File: src/rtl/pipeline_hazard_ctrl.sv
// pipeline_hazard_ctrl
// Hazard and stall controller for the 5-stage MIPS pipeline. It sequences
// the PC and the IF/ID and ID/EX registers, detects load-use hazards,
// squashes wrong-path instructions on a taken branch in EX, and tracks the
// multi-cycle mult/div unit so dependent ID instructions are held back.
//
// Ports
//   CLK, RESET         clock, asynchronous active-high reset
//   I_IFID_RS/RT       source fields of the ID instruction
//   I_IFID_UsesRT      ID instruction reads rt
//   I_IDEX_MemRead/RT  EX instruction is a load, and its destination
//   I_EX_BranchTaken   branch/jump in EX resolved taken
//   I_ID_MDStart       ID instruction is mult/multu/div/divu
//   I_ID_MDRead        ID instruction is mfhi/mflo
//   O_PC_Write         PC load enable
//   O_IFID_Write       IF/ID load enable
//   O_IFID_Flush       load IF/ID with a NOP
//   O_IDEX_Bubble      zero the control word entering ID/EX
//   O_MD_Busy          mult/div unit occupied
//   O_MD_Done          last busy cycle of the current mult/div
//   O_StallCount       saturating count of stalled cycles
module pipeline_hazard_ctrl #(
  parameter int unsigned MD_LATENCY = 32
) (
  input  logic        CLK,
  input  logic        RESET,
  input  logic [4:0]  I_IFID_RS,
  input  logic [4:0]  I_IFID_RT,
  input  logic        I_IFID_UsesRT,
  input  logic        I_IDEX_MemRead,
  input  logic [4:0]  I_IDEX_RT,
  input  logic        I_EX_BranchTaken,
  input  logic        I_ID_MDStart,
  input  logic        I_ID_MDRead,
  output logic        O_PC_Write,
  output logic        O_IFID_Write,
  output logic        O_IFID_Flush,
  output logic        O_IDEX_Bubble,
  output logic        O_MD_Busy,
  output logic        O_MD_Done,
  output logic [15:0] O_StallCount
);

  localparam int unsigned CNT_W   = 8;
  localparam int unsigned STALL_W = 16;

  typedef enum logic {
    ST_IDLE = 1'b0,
    ST_BUSY = 1'b1
  } md_state_t;

  md_state_t          state_q, state_d;
  logic [CNT_W-1:0]   cnt_q, cnt_d;
  logic [STALL_W-1:0] stall_cnt_q, stall_cnt_d;

  logic lu_c;
  logic sh_c;
  logic stall_c;
  logic accept_c;

  // Load-use: r0 is never a real producer, so it cannot cause a stall.
  assign lu_c = I_IDEX_MemRead && (I_IDEX_RT != 5'd0) &&
                ((I_IDEX_RT == I_IFID_RS) ||
                 (I_IFID_UsesRT && (I_IDEX_RT == I_IFID_RT)));

  // Structural: mult/div unit occupied, including its final (done) cycle.
  assign sh_c     = (state_q == ST_BUSY) && (I_ID_MDStart || I_ID_MDRead);
  assign stall_c  = (lu_c || sh_c) && !I_EX_BranchTaken;
  assign accept_c = I_ID_MDStart && !stall_c && !I_EX_BranchTaken;

  // Pipeline control; branch flush outranks stall, reset forces a bubble.
  always_comb begin
    O_PC_Write    = 1'b1;
    O_IFID_Write  = 1'b1;
    O_IFID_Flush  = 1'b0;
    O_IDEX_Bubble = 1'b0;
    if (RESET) begin
      O_PC_Write    = 1'b0;
      O_IFID_Write  = 1'b0;
      O_IFID_Flush  = 1'b1;
      O_IDEX_Bubble = 1'b1;
    end else if (I_EX_BranchTaken) begin
      O_IFID_Flush  = 1'b1;
      O_IDEX_Bubble = 1'b1;
    end else if (stall_c) begin
      O_PC_Write    = 1'b0;
      O_IFID_Write  = 1'b0;
      O_IDEX_Bubble = 1'b1;
    end
  end

  // Mult/div next state; a committed op keeps counting through branches.
  always_comb begin
    state_d = state_q;
    cnt_d   = cnt_q;
    unique case (state_q)
      ST_IDLE: begin
        if (accept_c) begin
          state_d = ST_BUSY;
          cnt_d   = CNT_W'(MD_LATENCY - 1);
        end
      end
      ST_BUSY: begin
        if (cnt_q == '0) begin
          state_d = ST_IDLE;
        end else begin
          cnt_d = cnt_q - CNT_W'(1);
        end
      end
      default: begin
        state_d = ST_IDLE;
        cnt_d   = '0;
      end
    endcase
  end

  // Saturating stall counter; branch-flush cycles are excluded by stall_c.
  always_comb begin
    stall_cnt_d = stall_cnt_q;
    if (stall_c && (stall_cnt_q != {STALL_W{1'b1}})) begin
      stall_cnt_d = stall_cnt_q + STALL_W'(1);
    end
  end

  always_ff @(posedge CLK or posedge RESET) begin
    if (RESET) begin
      state_q     <= ST_IDLE;
      cnt_q       <= '0;
      stall_cnt_q <= '0;
    end else begin
      state_q     <= state_d;
      cnt_q       <= cnt_d;
      stall_cnt_q <= stall_cnt_d;
    end
  end

  assign O_MD_Busy    = (state_q == ST_BUSY);
  assign O_MD_Done    = (state_q == ST_BUSY) && (cnt_q == '0);
  assign O_StallCount = stall_cnt_q;

endmodule

File: config.mk
export PLATFORM = sky130hd
export DESIGN_NAME = pipeline_hazard_ctrl
export DESIGN_NICKNAME = d
export VERILOG_FILES = /design/src/rtl/pipeline_hazard_ctrl.sv
export SDC_FILE = /design/constraint.sdc
export NUM_CORES = 1
export LEC_CHECK = 0
export ABC_AREA = 1
export BUFFER_PORTS_ARGS = -buffer_cell sky130_fd_sc_hd__buf_2
export CAP_MARGIN = 30
export CORE_MARGIN = 3
export CORE_UTILIZATION = 30
export CTS_BUF_LIST = sky130_fd_sc_hd__clkbuf_16
export DETAILED_ROUTE_END_ITERATION = 7
export HOLD_SLACK_MARGIN = 0.1
export PLACE_DENSITY = 0.51
export SYNTH_ARGS = -nofsm -noshare
export SYNTH_HDL_FRONTEND = slang
export SYNTH_SLANG_ARGS = --single-unit
export TNS_END_PERCENT = 20
File: constraint.sdc
create_clock -name CLK -period 4.6 [get_ports CLK]
set_clock_uncertainty 0.15 [all_clocks]
set_input_delay 0 -clock CLK [delete_from_list [all_inputs] [get_ports CLK]]
set_output_delay 0 -clock CLK [all_outputs]
set_load 0.01 [all_outputs]
After elaboration in Yosys (flattened, before gate mapping):

Index checks and enable logic that the tools add are counted.

* latch bits: 0
* bits of input ports: 22
* memory bits (read-only): 0
* memory bits (writable): 0
* flip-flop bits (word level): 25
* memories: 0

* $lt $le $gt $ge: 0
* $mul: 0
* mux-type cells: 14
* reduce and logical (&&, ||, !) cells: 17
* $add $sub $neg: 2
* equality and inequality tests: 5
* divide/modulo/power cells: 0
* shift operators: 0
* bitwise logic cells: 1

Operator list (count)
* $add A16 B1 Y16 const B: 1
* $mux W8: 2
* $ne A16 B16 Y1 const B: 1
* $pmux W8 S2: 1
* $eq A5 B5 Y1: 2
* $mux W1: 10
* $logic_and A1 B1 Y1: 9
* $logic_not A8 Y1: 1
* $sub A8 B1 Y8 const B: 1
* $reduce_bool A5 Y1: 1
* $ne A2 B2 Y1 const B: 2
* $logic_or A1 B1 Y1: 3
* $logic_not A1 Y1: 2
* $pmux W1 S2: 1
* $reduce_and A2 Y1: 1
* $not A1 Y1: 1

Depth between registers and ports, before layout:

Gate-level depths: netlist of the first run.

* depth after elaboration: 11
* mapped depth: 12
* mapped depth without buffers: 11

Least setup slack after synthesis of the first run:

Ideal clock, no wire load.

* path type: flip-flop to flip-flop
* from: register stall_cnt_q[0] (netlist: O_StallCount[0])
* to: register stall_cnt_q[2] (netlist: O_StallCount[2])
* setup time: 0.117 ns
* period minus slack after synthesis: 1.769 ns
* path slack: 2.831 ns
* data arrival time: 1.502 ns
* path buffers: 1
* stages on the path, launching flop included: 8
* cell sequence: dfrtp_1 -> ha_1 -> inv_1 -> nor3_4 -> nand4_4 -> buf_2 -> nand4_1 -> nand2_1

* longest elaborated chain between the ends: 2
* elaborated cells between the ends (all ways): 3
* classes of those cells: add/sub (1); eq/ne (1); reduce/logical (1)

RTL lines
* start: declaration: line 54 `logic [STALL_W-1:0] stall_cnt_q, stall_cnt_d;`
* start signal: assignment: line 133 `stall_cnt_q <= stall_cnt_d;`
* parallel branches: the longest is 2 deep, another holds $add A16 B1 Y16

Parallel ways; which one is timed is not known.
A chain may end at the register's enable or synchronous reset.

Worst setup path after layout of the first run:

* from: register stall_cnt_q[0] (netlist: O_StallCount[0])
* to: register stall_cnt_q[6] (netlist: O_StallCount[6])

The elaborated chain is that of the path after synthesis.

==> impl_metrics.py, run 1 <==
metrics = {
    "outcome": {
        "status": "finished, final reports clean",
    },
    "clocking": {
        "htree_levels": 1,
        "cts_root_buf": "clkbuf_16",
        "cts_buffer_depth": 2,
        "cts_tree": "yes",
        "insertion_delay_ps": 260,
        "cts-buffers-inserted": 3,
        "cts-resized-gates": 0,
        "post_cts_buffers": 0,
        "path_clk_slew_ps": 60,
        "clock-sinks": 25,
    },
    "yosys": {
        "syn-num-nets": 291,
        "synth_top_area_share_pct": 34.4,
        "synth_top_area_cell": "dfrtp_1",
        "synth_top_cells_by_count": "nand2_1 (96), inv_1 (30), dfrtp_1 (25)",
        "ys_seq_elements": 25,
        "yosysMostFrequentCell": "nand2_1",
        "yosys.cell_types.count": 25,
        "synth.avg_cell_area_um2": 6.82,
        "synthTopCellsByArea": "dfrtp_1 (34%), nand2_1 (20%), nand4_1 (7.9%), inv_1 (6.2%), nand3_1 (5.5%)",
        "synth_edf_count": 0,
        "yosys_warnings": 0,
        "ys.flop_type": "dfrtp_1",
        "syn_area_mm2": 0.00182,
        "ys_async_sr_fraction_pct": 100,
        "syn_inst": 267,
        "ys_seq_area_share_pct": 34.4,
    },
    "sta": {
        "fmax_mhz": 488,
        "finalSetupViolCount": 0,
        "drv_slew": 0,
        "period_share_pct": 44.5,
        "fin_crit_ps": 2050,
        "hold_violations": 0,
        "tightest_slew_ps": 721,
        "maxSlewHeadroom_pct": 51.8,
        "setup_tns_ps": 0,
        "rsz0062_at_grt": "false",
    },
    "route": {
        "dr.pass1.iters": 5,
        "vias": 1766,
        "drc": 0,
        "ant_nets": 0,
        "finalWirelength_mm": 4.42,
        "drt-vias-per-instance": 4.62,
        "wl_per_cell_um": 11.6,
        "drt-initial-drc-count": 82,
    },
    "cells_and_area": {
        "multiInputGateArea_mm2": 0.00102,
        "fillers": 622,
        "diodes": 0,
        "area_delta_synth_final_pct": 20.5,
        "fin_util_pct": 38.6,
        "final_cells": 382,
        "layout-drive-gt1-share_pct": 20.6,
        "regArea_um2": 626,
        "final_nets": 335,
        "final_area_mm2": 0.00219,
    },
    "critical_path": {
        "worst-r2r-setup-slack_ps": 2550,
        "worstSetupPathType": "reg -> reg",
        "cp_data_required_time_ps": 4650,
        "crit_path_frequent_cell": "nand2_1",
        "worstPathArrival_ps": 2090,
        "endpoint_kind": "register",
        "cp_max_fo": 17,
        "slowest_stage": "dfrtp_1",
        "startpoint_type": "register",
        "cpPeakStageDelay_ps": 410,
        "crit_path_cell_trace": "ha_1, inv_1, nor3_4, nand4_4, nand3_4, nand2_1, nand2_1",
    },
    "global_route": {
        "grt_pass1_wl_mm": 7.61,
        "grt-ovfl-total": 0,
        "grt_start_max_net_pins": 28,
        "grt_pass1_vias": 1593,
        "antenna_found_initial": 0,
        "grtUsageTotal_pct": 12.9,
    },
    "die": {
        "dieHeight_um": 83.9,
        "die_area_mm2": 0.00704,
        "core_mm2": 0.00568,
        "start_util_pct": 32.1,
        "die_w_um": 83.9,
        "rows": 27,
        "io_pins": 44,
    },
    "place": {
        "io_buffers": 43,
        "place.gp.congestion": 0.796,
        "dp_cells": 376,
        "place_area_mm2": 0.00209,
        "dp_hpwl_mm": 3.32,
    },
    "flow_run": {
        "maxCapViolCount": 0,
    },
    "pwr": {
        "ir_worst_vdd_uv": 157,
        "powerDensity_mw_per_mm2": 392,
        "p_leak_nw": 1.27,
    },
    "worst_hold_path": {
        "min_path_type": "in -> reg",
    },
}
## critical path, delay by kind of cell (launching register included)
kind | cells | cell delay, ps
adders and majority gates | 1 | 230
buffers and inverters | 1 | 90
DFF | 1 | 410
and+or+nand+nor | 5 | 1100
## path summary, 6_finish.rpt
path,from,end,cells past startpoint
worst max-delay path,O_StallCount[0],O_StallCount[6],7
worst min-delay path,I_ID_MDStart,cnt_q[1],6
worst max register to register,O_StallCount[0],O_StallCount[6],7
worst min register to register,O_StallCount[13],O_StallCount[13],2
max in group asynchronous,RESET,O_StallCount[8],4
min in group asynchronous,RESET,O_StallCount[0],4
## cells by family (layout without fill, tap and decap cells)
| family | Yosys count | in the layout | share of synthesized area, % |
|---|---|---|---|
| AND/OR/NAND/NOR | 175 | 175 | 45.2 |
| AO/OA/AOI/OAI | 6 | 6 | 1.79 |
| buffers and inverters | 43 | 86 | 9.62 |
| flip-flops | 25 | 25 | 34.4 |
| XOR/XNOR | 16 | 16 | 7.70 |
| adder cells (fa/ha/maj) | 2 | 2 | 1.37 |
## cell usage in the layout (no fill, tap or decap), types with 3 or more instances in the layout
cell type / count
nand4_1: 23
nand2_2: 4
dfrtp_1: 25
clkbuf_16: 3
nand2_1: 96
xnor2_1: 5
nand3_1: 20
inv_1: 30
xor2_1: 11
inv_2: 6
nor2_1: 24
buf_2: 43
## stage by stage
step	total power, mW	setup slack [ps]	hold slack (ps)
after floorplan	0.577	2830	-106
after global placement	0.673	2550	-60.3
after detailed placement	0.672	2560	-52.1
after CTS	0.872	2540	117
after global routing	0.936	2300	183
final	0.859	2550	128
## power by group
group | leakage [nW] | switching [mW] | internal, mW | total, mW
Sequential | 0.324 | 0.0638 | 0.276 | 0.340
Clock | 0.0409 | 0.0775 | 0.117 | 0.195
Combinational | 0.905 | 0.201 | 0.124 | 0.324
Total | 1.27 | 0.342 | 0.517 | 0.859
## per-layer routing
metal,share of wire [%],track usage [%],vias to the layer above,wire [um]
li1,-,-,938,-
met1,52,19.3,793,2310
met2,43,19.0,31,1890
met3,4.1,2.17,4,179
met4,0.95,3.51,0,42
met5,0,0,-,0
## timing repair
| item | 4_1_cts | 5_1_grt |
|---|---|---|
| endpoints found under the setup margin | 0 | 0 |
| hold buffers | 2 | 0 |
| hold endpoints to repair | 32 | 0 |
## state kept, by name, summed over array words and instances (netlist names)
signal        cells
O_MD_Busy         1
cnt_q             8
O_StallCount     16
## cell type report
class                   count  share of cell area (%)
multi-input cells         199                    46.5
inverters                  36                    6.16
clock inverters             1                   0.228
clock buffers               3                    3.42
repair buffers             46                    11.1
flip-flops and latches     25                    28.5
well taps                  72                    4.11
(Power assumes the default switching activity.)
==> run 2, diff against run 1 <==
Clock period 4.6 ns to 2 ns, I/O delays scaled along.
==> impl_metrics.py, run 2 (synthesis results as in run 1) <==
metrics = {
    "die": {
        "rows": 27,
        "dieHeight_um": 83.9,
        "start_util_pct": 32.1,
        "die_area_mm2": 0.00704,
        "die_w_um": 83.9,
        "io_pins": 44,
        "core_mm2": 0.00568,
    },
    "route": {
        "vias": 1860,
        "drt-initial-drc-count": 93,
        "drt-vias-per-instance": 4.66,
        "ant_nets": 0,
        "dr.pass1.iters": 4,
        "wl_per_cell_um": 11.4,
        "finalWirelength_mm": 4.57,
        "drc": 0,
    },
    "sta": {
        "hold_violations": 0,
        "finalSetupViolCount": 0,
        "drv_slew": 0,
        "fmax_mhz": 535,
        "setup_ws_ps": 129,
        "whs_ps": 182,
        "tightest_slew_ps": 394,
        "period_share_pct": 93.5,
        "setup_tns_ps": 0,
        "rsz0062_at_grt": "false",
        "fin_crit_ps": 1870,
        "maxSlewHeadroom_pct": 73.7,
    },
    "cells_and_area": {
        "diodes": 0,
        "layout_commonest_cell": "nand2_1",
        "layout_common_cells": "nand2_1 (96), buf_2 (43), inv_1 (28)",
        "largest_reg_flops": 16,
        "layout-drive-gt1-share_pct": 25.7,
        "final_nets": 352,
        "area_delta_synth_final_pct": 28.7,
    },
    "pwr": {
        "p_leak_nw": 1.36,
        "powerDensity_mw_per_mm2": 894,
        "ir_worst_vdd_uv": 352,
    },
    "global_route": {
        "antenna_found_initial": 0,
        "grt-ovfl-total": 0,
        "grt_pass1_vias": 1656,
        "grtUsageTotal_pct": 13.3,
        "grt_start_max_net_pins": 26,
        "grt_pass1_wl_mm": 7.68,
    },
    "critical_path": {
        "endpoint_kind": "primary output",
        "cp_data_required_time_ps": 1850,
        "worstPathArrival_ps": 1720,
        "cp_max_fo": 4,
        "crit_path_cell_trace": "inv_2, ha_4, nand4_1, nor2_2, nand4_1, buf_4, inv_1, buf_2",
        "cpPeakStageDelay_ps": 400,
        "slowest_stage": "dfrtp_1",
        "startpoint_type": "register",
        "crit_path_frequent_cell": "nand4_1",
        "worstSetupPathType": "reg -> out",
    },
    "place": {
        "post-place-ws_ps": 98.1,
        "dp_hpwl_mm": 3.63,
        "place.gp.congestion": 0.814,
        "io_buffers": 43,
    },
    "outcome": {
        "status": "finished, final reports clean",
    },
    "clocking": {
        "insertion_delay_ps": 260,
        "path_clk_slew_ps": 60,
        "cts-buffers-inserted": 3,
        "cts_buffer_depth": 2,
        "htree_levels": 1,
        "cts_root_buf": "clkbuf_16",
        "cts_tree": "yes",
        "clock-sinks": 25,
    },
    "worst_hold_path": {
        "min_path_type": "in -> reg",
    },
    "flow_run": {
        "maxCapViolCount": 0,
    },
}
==> run 2: area by class of cell <==
cell class                 instances  area, um^2
tap                               72        90.1
timing repair buffer              63         373
inverter                          36         135
clock inverter                     1        5.00
clock buffer                       3        75.1
sequential                        25         626
fill                             617        3330
multi-input combinational        199        1040
==> run 2: timing repair <==
item / in CTS / in global routing
gates resized for setup: 0 / 6
hold buffers: 3 / 0
endpoints found under the setup margin: 0 / 9
endpoints found under the hold margin: 33 / 0
setup buffers: 0 / 2
==> run 2: per-stage QoR <==
step | total power, mW | area (um^2) | utilization (%) | cells
after floorplan | 1.33 | 1820 | - | 267
after global placement | 1.61 | 2200 | 38.7 | 390
after detailed placement | 1.61 | 2200 | 38.7 | 390
after CTS | 2.07 | 2310 | 40.7 | 397
after global routing | 2.29 | 2340 | 41.3 | 399
final | 2.10 | 2340 | 41.3 | 399
==> run 2: final timing paths <==
check | from | cells past startpoint | end | slack (ps)
setup reg to reg | cnt_q[1] | 9 | cnt_q[3] | 170
min in group asynchronous | RESET | 4 | O_StallCount[0] | 280
hold reg to reg | O_StallCount[13] | 2 | O_StallCount[13] | 380
max in group asynchronous | RESET | 4 | O_StallCount[12] | 1180
setup / recovery | cnt_q[1] | 8 | O_MD_Done | 130
hold / removal | I_IDEX_MemRead | 6 | O_MD_Busy | 180
==> run 2: report_power, final <==
part / leakage, nW / switching [mW] / internal (mW) / total, mW
logic: 0.992 / 0.531 / 0.365 / 0.896
registers: 0.324 / 0.119 / 0.636 / 0.756
clock network: 0.0409 / 0.174 / 0.269 / 0.443
total: 1.36 / 0.825 / 1.27 / 2.10
==> run 2: metal layers <==
layer | GRT usage (%) | part of all wire, % | vias to the layer above
met1 | 19.4 | 50 | 840
met2 | 19.7 | 43 | 41
met5 | 0 | 0 | -
met3 | 2.37 | 5.0 | 9
met4 | 3.95 | 1.7 | 0
li1 | - | - | 970
==> run 2: worst max-delay path: cells and delay by family, from the launching register on <==
| family | cells | cell delay (ps) |
|---|---|---|
| DFF | 1 | 400 |
| buffers and inverters | 4 | 440 |
| adders and majority gates | 1 | 140 |
| and+or+nand+nor | 3 | 490 |
